**config.mk**
```make
export PLATFORM = sky130hd
export DESIGN_NAME = term_writer
export DESIGN_NICKNAME = d
export VERILOG_FILES = /design/src/rtl/term_pkg.sv /design/src/rtl/term_clear_seq.sv /design/src/rtl/term_writer.sv
export SDC_FILE = /design/constraint.sdc
export NUM_CORES = 1
export LEC_CHECK = 0
export CORE_MARGIN = 2
export CORE_UTILIZATION = 60
export CTS_BUF_LIST = sky130_fd_sc_hd__clkbuf_8
export DETAILED_ROUTE_END_ITERATION = 10
export PLACE_DENSITY = 0.86
export REMOVE_ABC_BUFFERS = 1
export SYNTH_ARGS = -nofsm -noshare
export SYNTH_HDL_FRONTEND = slang
export SYNTH_SLANG_ARGS = --single-unit
```
**constraint.sdc**
```tcl
create_clock -name clk -period 4.31 [get_ports clk]
set_input_delay 0.862 -clock clk [delete_from_list [all_inputs] [get_ports clk]]
set_output_delay 0.862 -clock clk [all_outputs]
set_load 0.02 [all_outputs]
```
**src/rtl/term_pkg.sv**
```systemverilog
// term_pkg: shared definitions for the character terminal engine.
//   - FSM state encodings (legacy-compatible localparam constants)
//   - ASCII control-code constants and the printable range
//   - is_printable() helper
package term_pkg;

  // FSM states
  localparam logic [1:0] StIdle      = 2'd0;
  localparam logic [1:0] StClearLine = 2'd1;
  localparam logic [1:0] StClearAll  = 2'd2;

  // ASCII codes handled by the decoder
  localparam logic [7:0] CHR_BS    = 8'h08;
  localparam logic [7:0] CHR_TAB   = 8'h09;
  localparam logic [7:0] CHR_LF    = 8'h0A;
  localparam logic [7:0] CHR_FF    = 8'h0C;
  localparam logic [7:0] CHR_CR    = 8'h0D;
  localparam logic [7:0] CHR_SPACE = 8'h20;

  // Printable range (inclusive)
  localparam logic [7:0] CHR_PRINT_LO = 8'h20;
  localparam logic [7:0] CHR_PRINT_HI = 8'h7E;

  function automatic logic is_printable(input logic [7:0] c);
    return (c >= CHR_PRINT_LO) && (c <= CHR_PRINT_HI);
  endfunction

endpackage

```
**src/rtl/term_clear_seq.sv**
```systemverilog
// term_clear_seq: column/row counter producing the clear-address sequence.
//   clk, rst_n  : clock, asynchronous active-low reset
//   step        : advance to the next cell
//   line_mode   : 1 = single-row clear (row output is line_row), 0 = full screen
//   line_row    : physical row cleared in line mode
//   col, row    : current clear address
//   done        : current cell is the last one of the sequence
// The counter wraps back to 0 on the last step, so every clear starts at {0,0}.
module term_clear_seq #(
  parameter int unsigned COLS  = 80,
  parameter int unsigned ROWS  = 30,
  parameter int unsigned COL_W = 7,
  parameter int unsigned ROW_W = 5
) (
  input  logic             clk,
  input  logic             rst_n,
  input  logic             step,
  input  logic             line_mode,
  input  logic [ROW_W-1:0] line_row,
  output logic [COL_W-1:0] col,
  output logic [ROW_W-1:0] row,
  output logic             done
);

  localparam logic [COL_W-1:0] LastCol = COL_W'(COLS - 1);
  localparam logic [ROW_W-1:0] LastRow = ROW_W'(ROWS - 1);

  logic [COL_W-1:0] col_q, col_d;
  logic [ROW_W-1:0] row_q, row_d;

  always_comb begin
    col_d = col_q;
    row_d = row_q;
    if (step) begin
      if (col_q == LastCol) begin
        col_d = '0;
        // Line mode never advances the row counter; it stays at 0.
        row_d = (line_mode || (row_q == LastRow)) ? '0 : row_q + 1'b1;
      end else begin
        col_d = col_q + 1'b1;
      end
    end
  end

  always_ff @(posedge clk or negedge rst_n) begin
    if (!rst_n) begin
      col_q <= '0;
      row_q <= '0;
    end else begin
      col_q <= col_d;
      row_q <= row_d;
    end
  end

  assign col  = col_q;
  assign row  = line_mode ? line_row : row_q;
  assign done = (col_q == LastCol) && (line_mode || (row_q == LastRow));

endmodule

```
**src/rtl/term_writer.sv**
```systemverilog
// term_writer: character-stream terminal engine driving VRAM port A.
//   clk, rst_n   : clock, asynchronous active-low reset
//   in_data/in_valid/in_ready : byte stream handshake (ready only in IDLE)
//   vram_addr/vram_data/vram_we : registered VRAM write port, addr = {phys_row, col}
//   cursor_col/cursor_row : logical cursor (row 0 = top of screen)
//   scroll_base  : physical row holding logical row 0
//   busy         : high while a line or full-screen clear is running
// All outputs are registered; a byte accepted in cycle N is written in N+1.
module term_writer
  import term_pkg::*;
#(
  parameter int unsigned COLS          = 80,
  parameter int unsigned ROWS          = 30,
  parameter int unsigned COL_W         = 7,
  parameter int unsigned ROW_W         = 5,
  parameter int unsigned TAB_W         = 8,
  parameter bit          LF_IMPLIES_CR = 1'b1,
  parameter bit          AUTOWRAP      = 1'b1
) (
  input  logic                   clk,
  input  logic                   rst_n,
  input  logic [7:0]             in_data,
  input  logic                   in_valid,
  output logic                   in_ready,
  output logic [COL_W+ROW_W-1:0] vram_addr,
  output logic [7:0]             vram_data,
  output logic                   vram_we,
  output logic [COL_W-1:0]       cursor_col,
  output logic [ROW_W-1:0]       cursor_row,
  output logic [ROW_W-1:0]       scroll_base,
  output logic                   busy
);

  localparam logic [COL_W-1:0] LastCol    = COL_W'(COLS - 1);
  localparam logic [COL_W:0]   LastColExt = (COL_W + 1)'(COLS - 1);
  localparam logic [ROW_W-1:0] LastRow    = ROW_W'(ROWS - 1);
  localparam logic [ROW_W:0]   RowsExt    = (ROW_W + 1)'(ROWS);
  localparam int unsigned      TabShift   = $clog2(TAB_W);

  logic [1:0]             state_q, state_d;
  logic [COL_W-1:0]       col_q, col_d;
  logic [ROW_W-1:0]       row_q, row_d;
  logic [ROW_W-1:0]       base_q, base_d;
  logic [COL_W+ROW_W-1:0] addr_q, addr_d;
  logic [7:0]             data_q, data_d;
  logic                   we_q, we_d;
  logic                   in_ready_q, in_ready_d;
  logic                   busy_q, busy_d;

  logic [ROW_W:0]   row_sum;
  logic [ROW_W-1:0] phys_row;
  logic [COL_W:0]   tab_next;
  logic [COL_W-1:0] col_dec;
  logic             newline;

  logic             clr_step;
  logic             clr_line_mode;
  logic [COL_W-1:0] clr_col;
  logic [ROW_W-1:0] clr_row;
  logic             clr_done;

  // Physical row of the cursor; compare-and-subtract instead of modulo.
  always_comb begin
    row_sum  = {1'b0, row_q} + {1'b0, base_q};
    phys_row = (row_sum >= RowsExt) ? ROW_W'(row_sum - RowsExt) : row_sum[ROW_W-1:0];
  end

  always_comb begin
    tab_next = (({1'b0, col_q} >> TabShift) + 1'b1) << TabShift;
    col_dec  = col_q - 1'b1;
  end

  // During CLEAR_LINE the cursor sits on the bottom row, so phys_row is the
  // physical row that just became the bottom line.
  assign clr_line_mode = (state_q == StClearLine);

  term_clear_seq #(
    .COLS (COLS),
    .ROWS (ROWS),
    .COL_W(COL_W),
    .ROW_W(ROW_W)
  ) u_clear_seq (
    .clk      (clk),
    .rst_n    (rst_n),
    .step     (clr_step),
    .line_mode(clr_line_mode),
    .line_row (phys_row),
    .col      (clr_col),
    .row      (clr_row),
    .done     (clr_done)
  );

  always_comb begin
    state_d  = state_q;
    col_d    = col_q;
    row_d    = row_q;
    base_d   = base_q;
    addr_d   = addr_q;
    data_d   = data_q;
    we_d     = 1'b0;
    newline  = 1'b0;
    clr_step = 1'b0;

    case (state_q)
      StIdle: begin
        if (in_valid && in_ready_q) begin
          if (is_printable(in_data)) begin
            we_d   = 1'b1;
            data_d = in_data;
            addr_d = {phys_row, col_q};
            if (col_q == LastCol) begin
              if (AUTOWRAP) begin
                col_d   = '0;
                newline = 1'b1;
              end
            end else begin
              col_d = col_q + 1'b1;
            end
          end else begin
            case (in_data)
              CHR_CR: col_d = '0;
              CHR_LF: begin
                newline = 1'b1;
                if (LF_IMPLIES_CR) col_d = '0;
              end
              CHR_BS: begin
                if (col_q != '0) begin
                  col_d  = col_dec;
                  we_d   = 1'b1;
                  data_d = CHR_SPACE;
                  addr_d = {phys_row, col_dec};
                end
              end
              CHR_TAB: col_d = (tab_next > LastColExt) ? LastCol : tab_next[COL_W-1:0];
              CHR_FF:  state_d = StClearAll;
              default: ;
            endcase
          end

          if (newline) begin
            if (row_q != LastRow) begin
              row_d = row_q + 1'b1;
            end else begin
              base_d  = (base_q == LastRow) ? '0 : base_q + 1'b1;
              state_d = StClearLine;
            end
          end
        end
      end

      StClearLine: begin
        clr_step = 1'b1;
        we_d     = 1'b1;
        data_d   = CHR_SPACE;
        addr_d   = {clr_row, clr_col};
        if (clr_done) state_d = StIdle;
      end

      StClearAll: begin
        clr_step = 1'b1;
        we_d     = 1'b1;
        data_d   = CHR_SPACE;
        addr_d   = {clr_row, clr_col};
        if (clr_done) begin
          state_d = StIdle;
          col_d   = '0;
          row_d   = '0;
          base_d  = '0;
        end
      end

      default: state_d = StClearAll;
    endcase

    in_ready_d = (state_d == StIdle);
    busy_d     = (state_d != StIdle);
  end

  always_ff @(posedge clk or negedge rst_n) begin
    if (!rst_n) begin
      state_q    <= StClearAll;
      col_q      <= '0;
      row_q      <= '0;
      base_q     <= '0;
      addr_q     <= '0;
      data_q     <= '0;
      we_q       <= 1'b0;
      in_ready_q <= 1'b0;
      busy_q     <= 1'b1;
    end else begin
      state_q    <= state_d;
      col_q      <= col_d;
      row_q      <= row_d;
      base_q     <= base_d;
      addr_q     <= addr_d;
      data_q     <= data_d;
      we_q       <= we_d;
      in_ready_q <= in_ready_d;
      busy_q     <= busy_d;
    end
  end

  assign in_ready    = in_ready_q;
  assign busy        = busy_q;
  assign vram_addr   = addr_q;
  assign vram_data   = data_q;
  assign vram_we     = we_q;
  assign cursor_col  = col_q;
  assign cursor_row  = row_q;
  assign scroll_base = base_q;

endmodule

```
==> results.yml, run 1 <==
finish:
  layout-area-overhead-vs-synth_pct: 18.24
  mostFrequentLayoutCells: "53 x nand2_1, 52 x dfrtp_1, 49 x clkdlybuf4s50_1"
  final_common_cell: "nand2_1"
  drive_above_1_share: 0.06751
  final_cells: 549
  fillers: 473
  antenna_cells: 0
  nets: 509
synth:
  ys_ff_latch: 54
  synth.distinct_cells: 64
  synthXorXnorAreaFrac: 0.03783
  synthArstFlopShare: 1.000
  synthAdderAreaFrac: 0.08308
  synth_cells: 429
  synthSimpleGateAreaFrac: 0.2303
  syn_area_um2: 3705
  synth_warnings: 0
  syn_area_per_cell_um2: 8.636
  ys_seq_area_frac: 0.3654
  synth_top_family_by_area: "simple AND/OR/NAND/NOR gates"
  synth_compound_area_frac: 0.2158
  ys.flop_type: "dfrtp_1"
  synth_edf_count: 0
  synthMuxAreaShare: 0.02904
floorplanning:
  row_count: 28
  fp.coreArea_um2: 5956
  die-height_um: 82.58
  die_w_um: 82.58
  io_pins: 51
  initial_core_util: 0.6221
  design.die.area_um2: 6819
timing:
  slew_headroom: 0.5460
  skew_ps: 8.208
  maxSlewViolCount: 0
  fin_hold_ws_ps: 484.9
  period_share: 0.7137
  fin_setup_tns_ps: 0
  worst_pin_slew_ps: 680.9
  setup_slack_ps: 1234
  rsz0062_at_grt: "no"
  clock.fmax_mhz: 325.1
  setup_viol: 0
  final_hold_viol_count: 0
  timing.final.crit_period_ps: 3076
cts:
  ctsResizeCount: 0
  cts_buffers: 5
  cts.sinks: 54
  clock_latency_ps: 310
  cts-hold-fix-buffers: 0
  cts_tree: "done"
  path_clk_slew_ps: 100
  htreeDepth: 2
  post_cts_buffers: 0
  cts_root_buf: "clkbuf_8"
  cts_buffer_depth: 2
routing:
  drc: 0
  via_per_inst: 6.173
  first_iter_violations: 195
  post_drt_wl_per_cell_um: 16.46
  first_pass_iters: 5
  num_vias: 3389
  wl_um: 9034
  ant_nets: 0
power_and_ir_drop:
  power.static_leakage_uw: 0.001885
  ir_worst_vdd_v: 0.0004160
  p_per_area_nw_per_um2: 606.6
  totalPowerFinal_uw: 2657
placement:
  portBuffers: 50
  place_inst: 542
  gp_congestion: 0.9292
  dpl_worst_slack_ps: 976.5
  hpwl_um: 6699
global_routing:
  overflow: 0
  grt_pass1_wl_um: 14900
  antenna_found_initial: 0
  grt_pass1_vias: 3142
  grt.total_usage: 0.2837
  grt_start_max_net_pins: 55
worst_setup_path:
  cp.required_ps: 4510
  cp-start-kind: "primary input"
  reg2reg_slack_ps: 1670
  crit_chain: "clkdlybuf4s50_1 -> nand4_1 -> nor2_1 -> o22ai_1 -> a21oi_2 -> buf_4 -> mux2_2"
  crit_path_max_fanout: 22
  cp_data_arrival_time_ps: 3280
  endpoint_kind: "flop"
  slowest_stage: "clkdlybuf4s50_1"
  r2r-start: "cursor_row[0]$_DFFE_PN0P_"
  startpoint: "in_data[0]"
  critical_path.max_stage_delay_ps: 680
  path_class: "in -> reg"
run:
  drv_cap: 0
run_status:
  outcome: "complete, no violations"
hold_path:
  hp-class: "reg -> reg"
  hp-start: "vram_data[4]$_DFFE_PN0P_"
## critical path, delay by kind of cell
family | cells | cell delay (ps)
buf+inv | 2 | 1020
compound gates | 2 | 580
mux | 1 | 360
simple gates | 2 | 440
## layer usage
metal,vias up,track usage,share of wire
met1,1582,0.4015,0.44
met5,-,0,0
met3,16,0.04239,0.069
li1,1648,-,-
met2,143,0.4468,0.47
met4,0,0.09344,0.016
## cell usage after synthesis, drive strengths merged (11+ instances only)
master  instances  share of area
nand2          53          0.054
nand3          13          0.021
nor3           12          0.016
a21oi          20          0.030
inv            20          0.020
nor2           33          0.033
o21ai          45          0.062
ha             23          0.078
xnor2          11          0.026
dfrtp          52           0.35
clkbuf         14          0.014
## cells by family after synthesis
| logic type | Yosys count |
|---|---|
| simple gates | 167 |
| compound gates | 121 |
| flops | 54 |
| buf+inv | 37 |
| fa+ha+maj | 24 |
| xor+xnor | 16 |
| mux | 10 |
## registers in the layout, summed over array words and instances (netlist names), 2 cells and up
signal             cells
cursor_col             7
cursor_row             5
vram_addr             12
scroll_base            5
vram_data              8
u_clear_seq.row_q      5
state_q                2
u_clear_seq.col        7
## path summary, 6_finish.rpt
check,endpoint,cells past startpoint
min in group asynchronous,vram_addr[11]$_DFFE_PN0P_,2
worst max-delay path,vram_addr[4]$_DFFE_PN0P_,7
worst min-delay path,vram_data[4]$_DFFE_PN0P_,2
max in group asynchronous,cursor_row[3]$_DFFE_PN0P_,2
worst max register to register,vram_addr[10]$_DFFE_PN0P_,10
worst min register to register,vram_data[4]$_DFFE_PN0P_,2
## final cells by class
type                    instances  area [um^2]  share of cell area
clock buffers                   6        82.58             0.01885
clock inverters                 1        30.03            0.006855
inverters                      20        75.07             0.01714
multi-input cells             338         2212              0.5050
flip-flops and latches         54         1354              0.3091
well taps                      75        93.84             0.02142
repair buffers                 55        533.0              0.1217
## power by group
part	total [uW]	leakage (uW)	switching (uW)	internal, uW
combinational	1470	0.00112	825	644
sequential	834	0.000705	169	665
clock	355	0.0000573	168	186
## through the flow
step,cell area (um^2),util
5_1_grt,4380,0.7355
2_1_floorplan,3637,-
3_5_place_dp,4268,0.7166
6_report,4380,0.7355
3_3_place_gp,4268,0.7166
4_1_cts,4380,0.7355
(Power assumes the default switching activity.)
==> run 2: changes to the inputs <==
CORE_UTILIZATION = 57   (was 60)
PLACE_DENSITY = 0.83   (was 0.86)
clock period = 2.9 ns   (was 4.31 ns; I/O delays follow)
==> run 2 against run 1 <==
Net effect:
- via count increased by 2.0%
- register-to-register slack got worse by 1400 ps
- non-clock buffer count increased by 12
- largest cell class unchanged
- highest routed layer unchanged
==> results.yml, run 2 (same netlist as run 1, synthesis figures left out) <==
run_status:
  outcome: "complete, no violations"
floorplanning:
  die_w_um: 84.62
  fp.coreArea_um2: 6314
  initial_core_util: 0.5868
  design.die.area_um2: 7161
  die-height_um: 84.62
  row_count: 29
  io_pins: 51
routing:
  wl_um: 9430
  ant_nets: 0
  via_per_inst: 6.129
  first_iter_violations: 257
  drc: 0
  num_vias: 3457
  post_drt_wl_per_cell_um: 16.72
  first_pass_iters: 4
timing:
  setup_viol: 0
  clock.fmax_mhz: 377.1
  period_share: 0.9145
  final_hold_viol_count: 0
  maxSlewViolCount: 0
  skew_ps: 3.848
  rsz0062_at_grt: "no"
  timing.final.crit_period_ps: 2652
  slew_headroom: 0.5313
  fin_setup_tns_ps: 0
  worst_pin_slew_ps: 703.0
cts:
  cts-hold-fix-buffers: 0
  cts_buffer_depth: 2
  clock_latency_ps: 310
  htreeDepth: 2
  cts_buffers: 5
  path_clk_slew_ps: 100
  cts.sinks: 54
  cts_root_buf: "clkbuf_8"
  ctsResizeCount: 0
  post_cts_buffers: 0
  cts_tree: "done"
worst_setup_path:
  crit_chain: "ha_1 -> inv_1 -> fa_1 -> xnor2_1 -> ha_1 -> inv_1 -> a211o_1 -> or2_2 -> a31oi_1 -> mux2_2"
  r2r-end: "vram_addr[10]$_DFFE_PN0P_"
  startpoint: "scroll_base[0]$_DFFE_PN0P_"
  r2r-start: "scroll_base[0]$_DFFE_PN0P_"
  path_class: "reg -> reg"
  critical_path.max_stage_delay_ps: 490
  crit_buf_inv: 2
  cp-start-kind: "flop"
  rr_worst_depth: 10
  cpLargestDelayFamily: "adder cells"
  cp_data_arrival_time_ps: 2900
  slowest_stage: "dfrtp_1"
  crit_path_max_fanout: 7
  endpoint_kind: "flop"
  cp.required_ps: 3150
  reg2reg_slack_ps: 250
  cp.depth: 10
finish:
  drive_above_1_share: 0.09240
  antenna_cells: 0
  nets: 521
  final_cells: 564
  final_common_cell: "nand2_1"
  post-route-util: 0.7083
  layout-area-overhead-vs-synth_pct: 20.70
  mostFrequentLayoutCells: "53 x nand2_1, 52 x dfrtp_1, 49 x clkdlybuf4s50_1"
  largest_reg_flops: 12
placement:
  gp_congestion: 0.9102
  place_inst: 556
  hpwl_um: 7108
  portBuffers: 50
global_routing:
  grt_pass1_wl_um: 15970
  grt_pass1_vias: 3307
  grt_start_max_net_pins: 55
  overflow: 0
  grt.total_usage: 0.2736
  antenna_found_initial: 0
hold_path:
  hp-class: "in -> async"
power_and_ir_drop:
  ir_worst_vdd_v: 0.0005662
  power.static_leakage_uw: 0.001938
  p_per_area_nw_per_um2: 891.4
run:
  drv_cap: 0
run 2: worst register-to-register path, stage by stage, from the launching register on:
cell and delay [ps]:
dfrtp_1 490, ha_1 220, inv_1 50, fa_1 400
xnor2_1 340, ha_1 230, inv_1 40, a211o_1 240
or2_2 280, a31oi_1 160, mux2_2 160
run 2: final cells by class:
cell class              count  area (um^2)
repair buffers             67        635.6
well taps                  77        96.34
clock buffers               6        82.58
multi-input cells         338         2212
flip-flops and latches     54         1354
inverters                  20        75.07
clock inverters             2        16.27
fillers                   505         1842
run 2: worst max path at each step:
stage	to	slack, ps
after floorplan	vram_addr[9]$_DFFE_PN0P_	30
after global placement	vram_addr[4]$_DFFE_PN0P_	110
after detailed placement	vram_addr[3]$_DFFE_PN0P_	70
after CTS	vram_addr[10]$_DFFE_PN0P_	250
after global routing	vram_addr[10]$_DFFE_PN0P_	90
final	vram_addr[10]$_DFFE_PN0P_	250
run 2: where the power goes:
| group | total, uW | internal (uW) | switching (uW) |
|---|---|---|---|
| combinational | 2290 | 1030 | 1260 |
| clock | 458 | 197 | 261 |
| sequential | 1240 | 988 | 249 |
| total | 3990 | 2210 | 1770 |
run 2: metal layers:
metal / part of all wire / vias to the layer above / GRT usage
li1: - / 1669 / -
met1: 0.46 / 1643 / 0.4009
met2: 0.46 / 135 / 0.4188
met3: 0.075 / 10 / 0.05310
met4: 0.0094 / 0 / 0.06926
met5: 0 / - / 0
run 2: metrics by stage:
stage	hold WS, ps	total power (uW)	setup WS, ps	area [um^2]
after floorplan	284.4	2611	34.87	3637
after global placement	464.6	3452	114.5	4373
after detailed placement	476.0	3523	65.01	4373
after CTS	427.7	3991	251.4	4472
after global routing	473.2	4283	91.80	4472
final	393.7	3986	247.9	4472
==> run 3: changes to the inputs <==
CTS_CLUSTER_SIZE = 25   (was not set)
==> results of run 3 <==
No change in the layout: final DEF, timing and power equal those of run 2.
